`src/rtl/rr_onehot_arbiter.sv`:
```
// rr_onehot_arbiter: round-robin arbiter with locked one-hot grant, release and hold timeout
module rr_onehot_arbiter #(
  parameter int N = 8,
  parameter int MAX_HOLD = 16
) (
  input  logic         clk,
  input  logic         rst_n,
  input  logic [N-1:0] req,
  input  logic         release_i,
  output logic [N-1:0] grant,
  output logic         grant_valid,
  output logic         timeout
);
  localparam int PW = (N > 1) ? $clog2(N) : 1;
  localparam int HW = (MAX_HOLD == 0) ? 1 : $clog2(MAX_HOLD + 1);
  localparam logic [HW-1:0] LAST = HW'((MAX_HOLD == 0) ? 0 : MAX_HOLD - 1);
  localparam logic [0:0] IDLE = 1'b0;
  localparam logic [0:0] GRANT = 1'b1;
  logic [0:0] state;
  logic [PW-1:0] ptr, owner, win, idx, nxt_ptr;
  logic [HW-1:0] hold_cnt;
  logic found, expire;
  always_comb begin
    win = '0;
    idx = '0;
    found = 1'b0;
    for (int i = 0; i < N; i++) begin
      idx = PW'((32'(ptr) + i) % N);
      if (!found && req[idx]) begin
        win = idx;
        found = 1'b1;
      end
    end
  end
  assign nxt_ptr = (32'(owner) == N - 1) ? '0 : owner + 1'b1;
  assign expire = (MAX_HOLD > 0) && (hold_cnt == LAST);
  always_ff @(posedge clk or negedge rst_n) begin
    if (!rst_n) begin
      state <= IDLE;
      grant <= '0;
      grant_valid <= 1'b0;
      timeout <= 1'b0;
      ptr <= '0;
      owner <= '0;
      hold_cnt <= '0;
    end else begin
      timeout <= 1'b0;
      if (state == IDLE) begin
        if (found) begin
          state <= GRANT;
          grant <= {{(N-1){1'b0}}, 1'b1} << win;
          grant_valid <= 1'b1;
          owner <= win;
          hold_cnt <= '0;
        end
      end else if (release_i || expire) begin
        state <= IDLE;
        grant <= '0;
        grant_valid <= 1'b0;
        ptr <= nxt_ptr;
        timeout <= !release_i;
      end else if (hold_cnt != '1) begin
        hold_cnt <= hold_cnt + 1'b1;
      end
    end
  end
endmodule

```
`config.mk`:
```
export PLATFORM = sky130hd
export DESIGN_NAME = rr_onehot_arbiter
export DESIGN_NICKNAME = d
export VERILOG_FILES = /design/src/rtl/rr_onehot_arbiter.sv
export SDC_FILE = /design/constraint.sdc
export NUM_CORES = 1
export LEC_CHECK = 0
export ABC_AREA = 1
export BUFFER_PORTS_ARGS = -buffer_cell sky130_fd_sc_hd__buf_2
export CELL_PAD_IN_SITES_DETAIL_PLACEMENT = 1
export CELL_PAD_IN_SITES_GLOBAL_PLACEMENT = 1
export CORE_ASPECT_RATIO = 2
export CORE_MARGIN = 8
export CORE_UTILIZATION = 38
export DETAILED_ROUTE_END_ITERATION = 10
export PLACE_DENSITY_LB_ADDON = 0.25
export SYNTH_ARGS = -nofsm -noshare
export SYNTH_HDL_FRONTEND = slang
export SYNTH_SLANG_ARGS = --single-unit
```
`constraint.sdc`:
```
create_clock -name clk -period 2.52 [get_ports clk]
set_input_delay 0.252 -clock clk [delete_from_list [all_inputs] [get_ports clk]]
set_output_delay 0.252 -clock clk [all_outputs]
set_load 0.02 [all_outputs]
```
==> flow_summary.ini <==
[timing]
rsz0062_at_grt = false
fmax_ghz = 0.429
period_minus_slack_ns = 2.33
finalCritPeriodShare_pct = 92.6
relSlewSlack_pct = 49.5
hold_violations = 0
worst_pin_slew_ns = 0.749
setup_violations = 0
slew_violations = 0
final.setup.tns_ns = 0
skew_ns = 0.00237

[final_layout]
layout_common_cells = nand2_1 (69), nand3_1 (29), dfrtp_1 (22), inv_1 (21), buf_2 (20)
synthToLayoutAreaGrowth_pct = 16.5
drive_above_1_share_pct = 28.5
final_common_cell = nand2_1
diodes = 0
n_fill_cell = 618
nets = 294

[place]
io_buffers = 20
gp_congestion = 0.845
dpl.hpwl_um = 4450

[routing]
drc_errors = 0
routed_wl_um = 5180
ant_nets = 0
detail_route.wl_per_cell_um = 15.7
vias = 1708
drt-vias-per-instance = 5.19
drtIter0Drc = 27
dr.pass1.iters = 4

[clock_network]
cts_sinks = 22
htreeDepth = 1
cts.clk_slew.worst_paths_ns = 0.07
cts_tree = built
cts_root_buf = clkbuf_8
numCtsBuffers = 3
ctsLongestPathBuffers = 2
clk_latency_ns = 0.26

[worst_setup_path]
critical_path_class = reg -> reg
path_cells = buf_4 -> buf_4 -> nand2_1 -> nand3_1 -> nand2_1 -> nand2_1 -> nand2_2 -> nand3_2 -> nor2_4 -> nand4_1 -> nand2_1 -> nand2_1 -> nand2_1 -> nand2_4 -> o21bai_1
reg2reg_slack_ns = 0.19
end_kind = flip-flop
crit_path_frequent_cell = nand2_1
required_ns = 2.70
r2r_cells = 15
critical_path_buf_inv_count = 2
cp-start-kind = flip-flop
arrival_ns = 2.51
max_stage_delay_ns = 0.41
crit_fanout = 8
cp_slowest_cell = dfrtp_1
r2r-start = ptr[0]
crit_family = simple AND/OR/NAND/NOR gates
r2r-end = grant[6]

[flow_run]
maxCapViolCount = 0

[synth]
ys_seq_elements = 22
yosysWarnings = 0
synth_area_per_cell_sq_um = 7.25
ys_types = 33
syn_nets = 264
netlist_area_sq_mm = 0.00178
seq_area_frac_synth_pct = 30.9
syn_inst = 246

[grt]
grt_pass1_vias = 1952
grt_use_total_pct = 15.2
grt_pass1_wl_um = 8740
antenna_found_initial = 0
grt_max_degree = 23
grt_overflow = 0

[hold_path]
holdPathStages = 2
worstHoldPathType = in -> reg
hold_end = timeout
hold_start = release_i

[run_status]
outcome = completed

[floorplanning]
rows = 35
start_util_pct = 39.2
dieArea_sq_mm = 0.00728
dieHeight_um = 113
core_sq_mm = 0.00455
die_x_um = 64.5
ioPinCount = 21
-- cells in the mapped netlist, drive strengths merged --
| master | count | area [sq um] |
|---|---|---|
| nand3 | 40 | 255 |
| ha | 7 | 87.6 |
| clkinv | 1 | 3.75 |
| buf | 4 | 31.3 |
| xnor2 | 2 | 17.5 |
| or4 | 1 | 7.51 |
| o21bai | 5 | 37.5 |
| xor2 | 4 | 35.0 |
| inv | 31 | 119 |
| o21ai | 11 | 58.8 |
| o21a | 1 | 7.51 |
| o31ai | 1 | 7.51 |
| nand4 | 5 | 46.3 |
| dfrtp | 22 | 551 |
| nor2 | 24 | 119 |
| a31oi | 1 | 6.26 |
| nand2 | 83 | 374 |
| a21oi | 1 | 5.00 |
| nor3 | 2 | 15.0 |
-- cell families after synthesis --
| logic type | synth area share [%] |
|---|---|
| simple gates | 45.8 |
| buf+inv | 8.63 |
| flops | 30.9 |
| compound gates | 6.87 |
| fa+ha+maj | 4.91 |
| xor+xnor | 2.95 |
-- cell type report --
cell class	instances	area, sq um	area share, %
clock buffer	3	41.3	1.99
inverter	32	123	5.90
multi-input combinational	188	1120	54.1
sequential	22	551	26.5
tap	55	68.8	3.31
timing repair buffer	29	170	8.19
-- worst reg2reg max path, cell delays in order, from the launching register on --
cell,delay [ns]
dfrtp_1,0.41
buf_4,0.15
buf_4,0.15
nand2_1,0.10
nand3_1,0.09
nand2_1,0.13
nand2_1,0.08
nand2_2,0.18
nand3_2,0.13
nor2_4,0.13
nand4_1,0.15
nand2_1,0.11
nand2_1,0.08
nand2_1,0.11
nand2_4,0.08
o21bai_1,0.17
-- per-stage QoR --
| stage | hold WS [ns] | cell area [sq um] | worst slack, ns | instances | utilization [%] |
|---|---|---|---|---|---|
| after floorplan | -0.0436 | 1780 | 0.132 | 246 | - |
| final | 0.159 | 2080 | 0.187 | 329 | 45.6 |
| after global placement | 0.253 | 1970 | 0.162 | 324 | 43.4 |
| after global routing | 0.155 | 2080 | 0.0221 | 329 | 45.6 |
| after detailed placement | 0.248 | 1970 | 0.0895 | 324 | 43.4 |
| after CTS | 0.153 | 2030 | 0.0640 | 328 | 44.5 |
-- layer usage --
metal / vias to the layer above / track usage (%) / share of wire, %
li1: 847 / - / -
met1: 815 / 12.5 / 32
met2: 27 / 31.0 / 60
met3: 19 / 1.48 / 1.6
met4: 0 / 10.6 / 5.8
met5: - / 0 / 0
-- registers in the layout (all words and copies together) (netlist names) --
register and cells:
timeout 1, state 1, ptr 3, grant_valid 1
hold_cnt 5, owner 3, grant 8
-- worst max-delay path by stage --
| stage | from | to | slack (ns) | depth (start not counted) |
|---|---|---|---|---|
| floorplan | ptr[0] | grant[0] | 0.13 | 18 |
| global placement | ptr[1] | grant[0] | 0.16 | 15 |
| global route | ptr[0] | grant[0] | 0.02 | 16 |
| finish | ptr[0] | grant[6] | 0.19 | 15 |
| CTS | ptr[0] | grant[6] | 0.06 | 15 |
| detailed placement | ptr[0] | grant[6] | 0.09 | 15 |
-- timing repair --
action | 4_1_cts | 5_1_grt
hold endpoints to repair | 22 | 0
endpoints found under the setup margin | 0 | 10
gates resized for setup | 0 | 8
setup buffers | 0 | 1
hold buffers | 1 | 0
Power is left out: the tool's default activity adds up to more than one toggle a clock period on the data nets, which glitch-free logic cannot reach.
